$ cat src/rtl/input_cond_pkg.sv
// Shared types for the input conditioner.
//   cond_mode_t  : per-channel edge mode (RISE, FALL, BOTH, NONE)
//   cond_state_t : per-channel event FSM state
//   max2()       : constant helper used to size counters
package input_cond_pkg;

    typedef enum logic [1:0] {
        RISE = 2'd0,
        FALL = 2'd1,
        BOTH = 2'd2,
        NONE = 2'd3
    } cond_mode_t;

    typedef enum logic [1:0] {
        LOCKED,
        RELEASED,
        HELD,
        REPEATING
    } cond_state_t;

    function automatic int max2(input int a, input int b);
        return (a > b) ? a : b;
    endfunction

endpackage

$ cat src/rtl/input_conditioner_ch.sv
// One conditioner channel: synchroniser, debounce filter, edge detector and
// auto-repeat generator.
// Ports:
//   Clock  in   clock, all state on posedge
//   Reset  in   synchronous, active-high
//   in     in   raw asynchronous input
//   mode   in   edge mode for this channel
//   level  out  debounced level
//   pulse  out  one-cycle event strobe (registered)
module input_conditioner_ch
    import input_cond_pkg::*;
#(
    parameter int SYNC_STAGES     = 2,
    parameter int DEBOUNCE_CYCLES = 4,
    parameter int REPEAT_EN       = 1,
    parameter int REPEAT_DELAY    = 50,
    parameter int REPEAT_PERIOD   = 10
) (
    input  logic       Clock,
    input  logic       Reset,
    input  logic       in,
    input  cond_mode_t mode,
    output logic       level,
    output logic       pulse
);

    localparam int CNT_W = $clog2(DEBOUNCE_CYCLES + 1);
    localparam int RPT_W = $clog2(max2(REPEAT_DELAY, REPEAT_PERIOD) + 1);
    localparam logic [CNT_W-1:0] CNT_LAST = CNT_W'(DEBOUNCE_CYCLES - 1);
    localparam logic [RPT_W-1:0] DLY_LAST = RPT_W'(REPEAT_DELAY - 1);
    localparam logic [RPT_W-1:0] PER_LAST = RPT_W'(REPEAT_PERIOD - 1);

    logic [SYNC_STAGES-1:0] sync_q;
    logic                   s;
    logic [CNT_W-1:0]       cnt_q;
    logic                   toggle, rise_ev, fall_ev;
    logic                   rise_en, fall_en, rpt_en;
    cond_state_t            state_q, state_d;
    logic [RPT_W-1:0]       rpt_q, rpt_d;
    logic                   pulse_d;

    // Synchroniser shift chain; s is the last stage.
    always_ff @(posedge Clock) begin
        if (Reset) sync_q <= '0;
        else       sync_q <= {sync_q[SYNC_STAGES-2:0], in};
    end
    assign s = sync_q[SYNC_STAGES-1];

    // Level flips only after DEBOUNCE_CYCLES consecutive mismatches.
    assign toggle  = (s != level) && (cnt_q == CNT_LAST);
    assign rise_ev = toggle & ~level;
    assign fall_ev = toggle &  level;

    // Reset leaves level high so a key held through reset looks already held.
    always_ff @(posedge Clock) begin
        if (Reset) begin
            level <= 1'b1;
            cnt_q <= '0;
        end else if (toggle) begin
            level <= ~level;
            cnt_q <= '0;
        end else if (s != level) begin
            cnt_q <= cnt_q + 1'b1;
        end else begin
            cnt_q <= '0;
        end
    end

    assign rise_en = (mode == RISE) || (mode == BOTH);
    assign fall_en = (mode == FALL) || (mode == BOTH);
    assign rpt_en  = (REPEAT_EN != 0) && rise_en;

    always_ff @(posedge Clock) begin
        if (Reset) begin
            state_q <= LOCKED;
            rpt_q   <= '0;
            pulse   <= 1'b0;
        end else begin
            state_q <= state_d;
            rpt_q   <= rpt_d;
            pulse   <= pulse_d;
        end
    end

    // Edge pulses are computed from the toggle condition so they land on the
    // same edge as the level change. Fall is tested first, so it wins over a
    // repeat due on the same edge. rpt saturates at its target so a mode change
    // mid-hold takes effect on the next edge instead of waiting for a wrap.
    always_comb begin
        state_d = state_q;
        rpt_d   = rpt_q;
        pulse_d = 1'b0;
        case (state_q)
            LOCKED: begin
                if (fall_ev) state_d = RELEASED;
            end
            RELEASED: begin
                if (rise_ev) begin
                    state_d = HELD;
                    rpt_d   = '0;
                    pulse_d = rise_en;
                end
            end
            HELD: begin
                if (fall_ev) begin
                    state_d = RELEASED;
                    pulse_d = fall_en;
                end else if (rpt_q == DLY_LAST) begin
                    if (rpt_en) begin
                        state_d = REPEATING;
                        rpt_d   = '0;
                        pulse_d = 1'b1;
                    end
                end else begin
                    rpt_d = rpt_q + 1'b1;
                end
            end
            REPEATING: begin
                if (fall_ev) begin
                    state_d = RELEASED;
                    pulse_d = fall_en;
                end else if (rpt_q >= PER_LAST) begin
                    if (rpt_en) begin
                        rpt_d   = '0;
                        pulse_d = 1'b1;
                    end
                end else begin
                    rpt_d = rpt_q + 1'b1;
                end
            end
            default: state_d = LOCKED;
        endcase
    end

endmodule

$ cat src/rtl/input_conditioner.sv
// N-channel input conditioner: clean debounced levels plus one-cycle event
// pulses for raw asynchronous inputs (keys, switches, GPIO).
// Ports:
//   Clock  in   single clock, posedge
//   Reset  in   synchronous, active-high
//   in     in   [N_CH]     raw inputs
//   mode   in   [N_CH][2]  per-channel edge mode (cond_mode_t encoding)
//   level  out  [N_CH]     debounced levels
//   pulse  out  [N_CH]     one-cycle event strobes
module input_conditioner
    import input_cond_pkg::*;
#(
    parameter int N_CH            = 4,
    parameter int SYNC_STAGES     = 2,
    parameter int DEBOUNCE_CYCLES = 4,
    parameter int REPEAT_EN       = 1,
    parameter int REPEAT_DELAY    = 50,
    parameter int REPEAT_PERIOD   = 10
) (
    input  logic                 Clock,
    input  logic                 Reset,
    input  logic [N_CH-1:0]      in,
    input  logic [N_CH-1:0][1:0] mode,
    output logic [N_CH-1:0]      level,
    output logic [N_CH-1:0]      pulse
);

    for (genvar i = 0; i < N_CH; i++) begin : g_ch
        input_conditioner_ch #(
            .SYNC_STAGES    (SYNC_STAGES),
            .DEBOUNCE_CYCLES(DEBOUNCE_CYCLES),
            .REPEAT_EN      (REPEAT_EN),
            .REPEAT_DELAY   (REPEAT_DELAY),
            .REPEAT_PERIOD  (REPEAT_PERIOD)
        ) u_ch (
            .Clock(Clock),
            .Reset(Reset),
            .in   (in[i]),
            .mode (cond_mode_t'(mode[i])),
            .level(level[i]),
            .pulse(pulse[i])
        );
    end

endmodule
$ cat config.mk
export PLATFORM = sky130hd
export DESIGN_NAME = input_conditioner
export DESIGN_NICKNAME = d
export VERILOG_FILES = /design/src/rtl/input_cond_pkg.sv /design/src/rtl/input_conditioner_ch.sv /design/src/rtl/input_conditioner.sv
export SDC_FILE = /design/constraint.sdc
export NUM_CORES = 1
export LEC_CHECK = 0
export BUFFER_PORTS_ARGS = -buffer_cell sky130_fd_sc_hd__buf_2
export CAP_MARGIN = 20
export CORE_ASPECT_RATIO = 0.75
export CORE_MARGIN = 2
export CORE_UTILIZATION = 36
export DETAILED_ROUTE_END_ITERATION = 12
export PLACE_DENSITY = 0.52
export SYNTH_ARGS = -nofsm -noshare
export SYNTH_HDL_FRONTEND = slang
export SYNTH_SLANG_ARGS = --single-unit
$ cat constraint.sdc
create_clock -name Clock -period 4.8 [get_ports Clock]
set_input_delay 0.48 -clock Clock [delete_from_list [all_inputs] [get_ports Clock]]
set_output_delay 0.48 -clock Clock [all_outputs]
set_load 0.05 [all_outputs]
==> flow_metrics.env, run 1 <==
export IMPL_avgSynthCellArea_um2=8.29
export IMPL_initial_utilization_pct=36.8
export IMPL_fin_skew_ns=0.00661
export IMPL_insertion_delay_ns=0.33
export IMPL_async_reset_ff_share_pct=0
export IMPL_grt_pass1_wl_um=13400
export IMPL_vias_per_cell=5.27
export IMPL_boundaryPins=22
export IMPL_drive_above_1_share_pct=10.9
export IMPL_synth_edf_count=0
export IMPL_root_buffer="clkbuf_16"
export IMPL_yosys_warnings=0
export IMPL_dr_pass1_iters=5
export IMPL_nets=528
export IMPL_routedWlPerCell_um=12.6
export IMPL_final_hold_viol_count=0
export IMPL_numCtsBuffers=9
export IMPL_whs_ns=0.371
export IMPL_antennaDiodeCount=0
export IMPL_post_route_util_pct=42.0
export IMPL_vdd_drop_max_mv=0.164
export IMPL_ctsResizeCount=0
export IMPL_ys_types=65
export IMPL_tightest_slew_ns=1.02
export IMPL_ant_nets=0
export IMPL_grt_total_usage_pct=14.6
export IMPL_postLayoutCellArea_um2=4310
export IMPL_criticalPathCategory="flop to flop"
export IMPL_setup_viol=0
export IMPL_cts_sinks=60
export IMPL_fin_crit_sh_pct=48.9
export IMPL_slew_viol_final=0
export IMPL_endpoint_kind="flop"
export IMPL_drc=0
export IMPL_power_leakage_nw=1.71
export IMPL_rows=32
export IMPL_path_cells="inv_1 > ha_1 > or2_2 > a221oi_4 > o21ai_0 > or4b_1 > nand3_1"
export IMPL_drt_wl_total_um=7710
export IMPL_startpoint_type="flop"
export IMPL_antenna_found_initial=0
export IMPL_placed_area_um2=3960
export IMPL_design_core_area_um2=10200
export IMPL_num_vias=3221
export IMPL_ys_ff_latch=60
export IMPL_cts_max_level=3
export IMPL_cp_slowest_stage_delay_ns=0.50
export IMPL_die_area_um2=11300
export IMPL_finalCriticalPeriod_ns=2.35
export IMPL_area_delta_synth_final_pct=14.2
export IMPL_gp_congestion=0.787
export IMPL_finalSetupTns_ns=0
export IMPL_maxCapViolCount=0
export IMPL_crit_fanout=8
export IMPL_cts_clk_slew_worst_paths_ns=0.05
export IMPL_clock_path_buffers=2
export IMPL_hold_class="primary input to flop"
export IMPL_overflow=0
export IMPL_synth_cells=455
export IMPL_netlist_area_um2=3770
export IMPL_fp_dieH_um=92.6
export IMPL_syn_nets=513
export IMPL_pwr_density_cell_nw_per_um2=455
export IMPL_cp_arrival_ns=2.61
export IMPL_slew_headroom_pct=31.4
export IMPL_io_buffers=21
export IMPL_seq_area_frac_synth_pct=31.9
export IMPL_post_cts_buffers=0
export IMPL_grt_max_degree=50
export IMPL_first_global_vias=2939
export IMPL_rsz0062_at_grt="no"
export IMPL_cts_tree="done"
export IMPL_fp_dieW_um=122
export IMPL_synth_main_ff_cell="dfxtp_1"
export IMPL_slowest_stage="or4b_1"
export IMPL_required_ns=5.07
export IMPL_hold_buffers=0
export IMPL_max_freq_ghz=0.426
export IMPL_drt_iter0_markers=203
export IMPL_dp_hpwl_um=5480
export IMPL_status="finished, final reports clean"
==> metrics by stage <==
stage	power (mW)	instances	worst slack, ns
2_1_floorplan	1.07	455	2.68
6_report	1.96	611	2.45
4_1_cts	1.98	611	2.45
3_5_place_dp	1.21	595	2.46
5_1_grt	2.10	611	2.28
3_3_place_gp	1.20	595	2.52
==> state kept, by name, indices dropped and copies added, names as in the netlist <==
name               cells
g_ch.u_ch.cnt_q       12
g_ch.u_ch.state_q      8
g_ch.u_ch.pulse        4
g_ch.u_ch.sync_q       8
g_ch.u_ch.rpt_q       24
g_ch.u_ch.level        4
==> worst paths after layout <==
kind / slack, ns / end / start / cells after the start
max: 2.45 / g_ch[1].u_ch.rpt_q[2] / g_ch[1].u_ch.state_q[0] / 7
min: 0.37 / g_ch[2].u_ch.sync_q[0] / in[2] / 2
max reg2reg: 2.45 / g_ch[1].u_ch.rpt_q[2] / g_ch[1].u_ch.state_q[0] / 7
min reg2reg: 0.42 / g_ch[0].u_ch.cnt_q[0] / g_ch[0].u_ch.cnt_q[0] / 1
==> cell usage after synthesis, drive strengths merged (4+ instances only) <==
library cell / instances / area, µm²
dfxtp: 60 / 1200
inv: 55 / 206
ha: 44 / 551
nand2: 36 / 135
nor2: 36 / 135
o21ai: 26 / 130
nand3: 20 / 100
a21oi: 19 / 98.9
nor2b: 12 / 75.1
buf: 10 / 67.6
clkbuf: 8 / 30.0
a211oi: 7 / 52.6
nor3: 6 / 30.0
o211ai: 6 / 45.0
or3: 6 / 37.5
or3b: 6 / 52.6
nand3b: 5 / 37.5
a21boi: 4 / 30.0
and3b: 4 / 35.0
nand2b: 4 / 25.0
nor3b: 4 / 30.0
nor4: 4 / 25.0
o22ai: 4 / 25.0
o2bb2ai: 4 / 35.0
o31ai: 4 / 30.0
o32ai: 4 / 35.0
==> area by class of cell <==
class	count	area, µm²
sequential	60	1200
timing repair buffer	22	113
inverter	55	206
clock buffer	12	256
clock inverter	4	95.1
tap	136	170
multi-input combinational	322	2270
fill	1047	5940
==> worst max-delay path, delay by kind of cell (launching register included) <==
kind            cells  cell delay (ns)
fa+ha+maj           1             0.28
compound gates      2             0.61
flops               1             0.38
buf+inv             1             0.08
simple gates        3             0.94
==> per-layer routing <==
metal	GRT usage [%]	part of all wire [%]	up-vias
met3	3.88	4.5	9
met1	20.1	52	1490
met5	0	0	-
li1	-	-	1653
met4	5.17	1.5	0
met2	21.9	42	69
==> logic make-up (layout without fill, tap and decap cells) <==
| logic type | count (synthesis) | after routing | synth area share [%] |
|---|---|---|---|
| buffers and inverters | 73 | 93 | 8.06 |
| AOI/OAI and AO/OA | 114 | 114 | 21.8 |
| muxes | 1 | 1 | 0.265 |
| and+or+nand+nor | 160 | 160 | 22.7 |
| adders and majority gates | 44 | 44 | 14.6 |
| xor gates and xnor gates | 3 | 3 | 0.697 |
| DFF | 60 | 60 | 31.9 |
==> power breakdown <==
group / leakage [nW] / switching (mW) / total, mW / internal [mW]
Clock: 0.173 / 0.219 / 0.753 / 0.534
Combinational: 1.04 / 0.378 / 0.608 / 0.230
Sequential: 0.489 / 0.0454 / 0.597 / 0.552
Total: 1.71 / 0.643 / 1.96 / 1.32
==> placed cells by master (no fill, tap or decap), drive strengths merged, types with 4 or more instances in the layout <==
cell type,netlist,final
nor3,6,6
o2bb2ai,4,4
nand2,36,36
nand3b,5,5
or3,6,6
nand3,20,20
o22ai,4,4
or3b,6,6
and3b,4,4
a21boi,4,4
nor4,4,4
nor3b,4,4
a211oi,7,7
o31ai,4,4
inv,55,55
dfxtp,60,60
nor2b,12,12
buf,10,22
clkbuf,8,12
a21oi,19,19
ha,44,44
nor2,36,36
o211ai,6,6
nand2b,4,4
o32ai,4,4
o21ai,26,26
Power figures use the tool's default switching activity.
==> run 2: changes to the inputs <==
- clock period: 4.8 -> 2.2 ns (I/O delays scaled with it)
==> run 2 against run 1 <==
  * Clock power up 93%
  * Routed wire length up 3.5%
  * Critical path depth unchanged
  * Global-route usage up 0.51 points
  * Highest routed layer unchanged
==> flow_metrics.env, run 2 (same netlist as run 1, synthesis figures left out) <==
export IMPL_fin_skew_ns=0.00459
export IMPL_slew_viol_final=0
export IMPL_antenna_found_initial=0
export IMPL_cp_arrival_ns=2.43
export IMPL_regMostFlops="g_ch.u_ch.rpt_q"
export IMPL_startpoint_type="flop"
export IMPL_num_vias=3262
export IMPL_antennaDiodeCount=0
export IMPL_reg_top3="g_ch.u_ch.rpt_q (24), g_ch.u_ch.cnt_q (12)"
export IMPL_area_delta_synth_final_pct=19.5
export IMPL_drt_iter0_markers=285
export IMPL_required_ns=2.43
export IMPL_hold_class="primary input to flop"
export IMPL_endpoint_kind="flop"
export IMPL_placed_area_um2=4110
export IMPL_postLayoutCellArea_um2=4510
export IMPL_crit_fanout=5
export IMPL_finalCriticalPeriod_ns=2.19
export IMPL_root_buffer="clkbuf_16"
export IMPL_routedWlPerCell_um=12.6
export IMPL_grt_total_usage_pct=15.1
export IMPL_stdcell_count=634
export IMPL_criticalPathCategory="flop to flop"
export IMPL_design_core_area_um2=10200
export IMPL_die_area_um2=11300
export IMPL_numCtsBuffers=9
export IMPL_fin_crit_sh_pct=99.7
export IMPL_cts_clk_slew_worst_paths_ns=0.05
export IMPL_max_freq_ghz=0.456
export IMPL_drc=0
export IMPL_fp_dieW_um=122
export IMPL_cp_startpoint="g_ch[0].u_ch.rpt_q[1]"
export IMPL_final_hold_viol_count=0
export IMPL_r2r_setup_slack_ns=0.007
export IMPL_grt_pass1_wl_um=13700
export IMPL_grt_max_degree=50
export IMPL_nets=551
export IMPL_hp_start="in[2]"
export IMPL_cts_max_level=3
export IMPL_layout_commonest_cell="dfxtp_1"
export IMPL_overflow=0
export IMPL_drt_wl_total_um=7970
export IMPL_setup_viol=0
export IMPL_slew_headroom_pct=66.9
export IMPL_initial_utilization_pct=36.8
export IMPL_hold_buffers=0
export IMPL_fill_cells=1035
export IMPL_tightest_slew_ns=0.496
export IMPL_power_leakage_nw=1.81
export IMPL_reg2reg_from="g_ch[0].u_ch.rpt_q[1]"
export IMPL_cts_tree="done"
export IMPL_dp_hpwl_um=5690
export IMPL_dr_pass1_iters=5
export IMPL_io_buffers=21
export IMPL_vias_per_cell=5.15
export IMPL_rows=32
export IMPL_insertion_delay_ns=0.33
export IMPL_boundaryPins=22
export IMPL_rsz0062_at_grt="yes"
export IMPL_status="finished, final reports clean"
export IMPL_largest_reg_flops=24
export IMPL_maxCapViolCount=0
export IMPL_drive_above_1_share_pct=17.5
export IMPL_fp_dieH_um=92.6
export IMPL_numPlacedInstances=614
export IMPL_cts_sinks=60
export IMPL_ant_nets=0
export IMPL_clock_path_buffers=2
export IMPL_pwr_density_cell_nw_per_um2=954
export IMPL_vdd_drop_max_mv=0.346
export IMPL_gp_congestion=0.845
export IMPL_final_cell_mix="57 x dfxtp_1, 53 x inv_1, 42 x ha_1"
export IMPL_first_global_vias=3053
-- run 2: cell types whose count changed in the layout (fill, tap and decap cells not counted), sizes merged --
cell,previous run,this run
clkinv,1,2
bufinv,3,1
clkbuf,12,13
buf,22,45
-- run 2: power breakdown --
| group | switching (mW) | total [mW] | internal (mW) |
|---|---|---|---|
| registers | 0.0976 | 1.31 | 1.21 |
| logic | 0.862 | 1.55 | 0.683 |
| clock network | 0.481 | 1.45 | 0.969 |
| total | 1.44 | 4.30 | 2.86 |
-- run 2: worst paths after layout --
kind              cells past startpoint                endpoint
setup / recovery                      7   g_ch[0].u_ch.rpt_q[5]
hold / removal                        2  g_ch[2].u_ch.sync_q[0]
setup reg to reg                      7   g_ch[0].u_ch.rpt_q[5]
hold reg to reg                       1   g_ch[3].u_ch.cnt_q[0]
-- run 2: critical path, cell delays in order, from the launching register on --
cell and delay [ns]:
dfxtp_2 0.33, inv_2 0.05, ha_4 0.14, or3b_1 0.37
a211o_1 0.31, o22a_1 0.28, or4b_1 0.52, o311ai_1 0.09
-- run 2: metal layers --
layer / track usage, % / part of all wire (%) / vias to the layer above
met2: 22.6 / 43 / 56
met5: 0 / 0 / -
met1: 20.4 / 52 / 1510
met4: 5.75 / 0.58 / 0
li1: - / - / 1692
met3: 4.68 / 4.5 / 4
-- run 2: final cells by class --
| type | instances | area, µm² | share of cell area [%] |
|---|---|---|---|
| Timing Repair Buffer | 45 | 298 | 6.61 |
| Clock inverter | 3 | 43.8 | 0.972 |
| Tap cell | 136 | 170 | 3.78 |
| Inverter | 55 | 206 | 4.58 |
| Clock buffer | 13 | 270 | 6.00 |
| Sequential cell | 60 | 1210 | 26.8 |
| Multi-Input combinational cell | 322 | 2310 | 51.3 |
-- run 2: repair_timing --
| action | in CTS | in global routing |
|---|---|---|
| endpoints found under the setup margin | 2 | 17 |
| pin swaps | 0 | 9 |
| hold endpoints to repair | 0 | 0 |
| gates resized for setup | 2 | 17 |
| buffers inserted | 0 | 4 |
-- run 2: stage by stage --
step	setup slack (ns)	power, mW	hold WS (ns)	utilization [%]	setup TNS [ns]
3_5_place_dp	-0.0244	2.78	0.412	40.1	-0.0267
5_1_grt	-0.0477	4.60	0.117	44.0	-0.0540
3_3_place_gp	0.0611	2.77	0.407	40.1	0
4_1_cts	0.00696	4.27	0.0898	43.3	0
6_report	0.00670	4.30	0.105	44.0	0
2_1_floorplan	0.0835	2.33	0.348	-	0
==> run 3: changes to the inputs <==
- CORE_UTILIZATION: 36 -> 30
- PLACE_DENSITY: 0.52 -> 0.45
==> run 3 against run 2 <==
  * First-iteration DRC count shrank 25%
  * Non-clock buffer count grew 6
  * Clock power grew 6%
  * Sequential power is essentially flat
  * Maximum frequency grew 0.81%
  * Register-to-register slack gained 0.02 ns
  * Critical path depth shrank 1
  * Die area grew 19%
  * Sequential share of layout area shrank 0.63 points
  * Clock skew grew 0.0015 ns
  * Critical path type unchanged
==> flow_metrics.env, run 3 (same netlist as run 1, synthesis figures left out) <==
export IMPL_crit_fanout=5
export IMPL_fp_dieH_um=101
export IMPL_routedWlPerCell_um=12.4
export IMPL_initial_utilization_pct=30.8
export IMPL_required_ns=2.44
export IMPL_setup_ws_ns=0.0243
export IMPL_finalCriticalPeriod_ns=2.18
export IMPL_hold_class="primary input to flop"
export IMPL_status="finished, final reports clean"
export IMPL_pwr_density_cell_nw_per_um2=963
export IMPL_vias_per_cell=4.87
export IMPL_p_seq_share_pct=29.4
export IMPL_dpl_worst_slack_ns=-0.0111
export IMPL_power_switching_mw=1.52
export IMPL_numCtsBuffers=9
export IMPL_cts_sinks=60
export IMPL_overflow=0
export IMPL_die_area_um2=13500
export IMPL_setup_viol=0
export IMPL_criticalPathCategory="flop to flop"
export IMPL_power_frac_clock_pct=34.5
export IMPL_boundaryPins=22
export IMPL_num_vias=3263
export IMPL_layout_commonest_cell="dfxtp_1"
export IMPL_gp_congestion=0.790
export IMPL_tightest_slew_ns=0.535
export IMPL_ant_nets=0
export IMPL_io_buffers=21
export IMPL_antenna_found_initial=0
export IMPL_rows=35
export IMPL_largest_reg_flops=24
export IMPL_max_freq_ghz=0.460
export IMPL_fill_cells=1287
export IMPL_endpoint_kind="flop"
export IMPL_fp_dieW_um=133
export IMPL_area_delta_synth_final_pct=22.2
export IMPL_reg_top3="g_ch.u_ch.rpt_q (24), g_ch.u_ch.cnt_q (12)"
export IMPL_grt_max_degree=30
export IMPL_startpoint_type="flop"
export IMPL_maxCapViolCount=0
export IMPL_switching_share_pct=34.1
export IMPL_antennaDiodeCount=0
export IMPL_power_leakage_nw=1.85
export IMPL_cts_tree="done"
export IMPL_nets=557
export IMPL_dp_hpwl_um=5940
export IMPL_vdd_drop_max_mv=0.347
export IMPL_internal_power_mw=2.92
export IMPL_grt_pass1_wl_um=14500
export IMPL_slew_headroom_pct=64.0
export IMPL_design_core_area_um2=12300
export IMPL_drc=0
export IMPL_slew_viol_final=0
export IMPL_fin_crit_sh_pct=98.9
export IMPL_grt_total_usage_pct=13.1
export IMPL_dr_pass1_iters=5
export IMPL_drt_wl_total_um=8330
export IMPL_clock_path_buffers=2
export IMPL_final_cell_mix="56 x dfxtp_1, 53 x inv_1, 41 x ha_1"
export IMPL_drt_iter0_markers=213
export IMPL_root_buffer="clkbuf_16"
export IMPL_finalSetupTns_ns=0
export IMPL_cts_clk_slew_worst_paths_ns=0.06
export IMPL_cts_max_level=3
export IMPL_fin_skew_ns=0.00610
export IMPL_insertion_delay_ns=0.33
export IMPL_final_hold_viol_count=0
export IMPL_regMostFlops="g_ch.u_ch.rpt_q"
export IMPL_drive_above_1_share_pct=19.8
export IMPL_first_global_vias=3101
export IMPL_pwr_share_comb_pct=36.1
export IMPL_rsz0062_at_grt="yes"
export IMPL_cp_arrival_ns=2.41
run 3: worst max-delay path, cell delays in order (launching register included):
cell and delay, ns:
dfxtp_2 0.34, ha_2 0.18, or3b_1 0.37, a211o_1 0.32, o22a_2 0.29, or4b_4 0.49, o311ai_2 0.09
run 3: layer usage:
layer,up-vias,wire (µm),global-route usage [%]
met5,-,0,0
met2,61,3510,20.1
met1,1490,4390,18.0
li1,1703,-,-
met4,0,95,4.34
met3,9,341,3.42
run 3: final cells by class:
type	instances	area, µm²	share of cell area (%)
tap	166	208	4.51
inverter	55	206	4.48
multi-input combinational	322	2320	50.4
clock buffer	11	243	5.27
sequential	60	1210	26.2
timing repair buffer	51	347	7.52
clock inverter	5	75.1	1.63
run 3: power by group through the flow:
stage	Clock (mW)	Combinational [mW]	Sequential [mW]
5_1_grt	1.62	1.81	1.32
3_5_place_dp	0	1.48	1.32
6_report	1.53	1.60	1.31
4_1_cts	1.57	1.49	1.30
3_3_place_gp	0	1.50	1.32
2_1_floorplan	0	1.03	1.30
run 3: worst paths after layout:
path / start / slack (ns) / to / cells after the start
worst max-delay path: g_ch[0].u_ch.rpt_q[0] / 0.02 / g_ch[0].u_ch.rpt_q[5] / 6
worst max register to register: g_ch[0].u_ch.rpt_q[0] / 0.02 / g_ch[0].u_ch.rpt_q[5] / 6
worst min-delay path: in[3] / 0.10 / g_ch[3].u_ch.sync_q[0] / 2
worst min register to register: g_ch[1].u_ch.cnt_q[0] / 0.42 / g_ch[1].u_ch.cnt_q[0] / 1
run 3: metrics by stage:
| step | std cells | hold slack (ns) | power [mW] | util [%] | cell area [µm²] |
|---|---|---|---|---|---|
| 5_1_grt | 670 | 0.107 | 4.75 | 37.6 | 4610 |
| 2_1_floorplan | 455 | 0.348 | 2.33 | - | 3770 |
| 4_1_cts | 665 | 0.0945 | 4.37 | 36.8 | 4510 |
| 3_5_place_dp | 649 | 0.413 | 2.80 | 34.1 | 4190 |
| 3_3_place_gp | 649 | 0.408 | 2.82 | 34.1 | 4190 |
| 6_report | 670 | 0.103 | 4.44 | 37.6 | 4610 |
run 3: repair_timing:
action / 4_1_cts / 5_1_grt
pin swaps: 0 / 10
hold buffers: 0 / 0
buffers inserted: 0 / 5
endpoints found under the setup margin: 1 / 18
endpoints found under the hold margin: 0 / 0
gates cloned: 0 / 0
resized for setup: 1 / 22
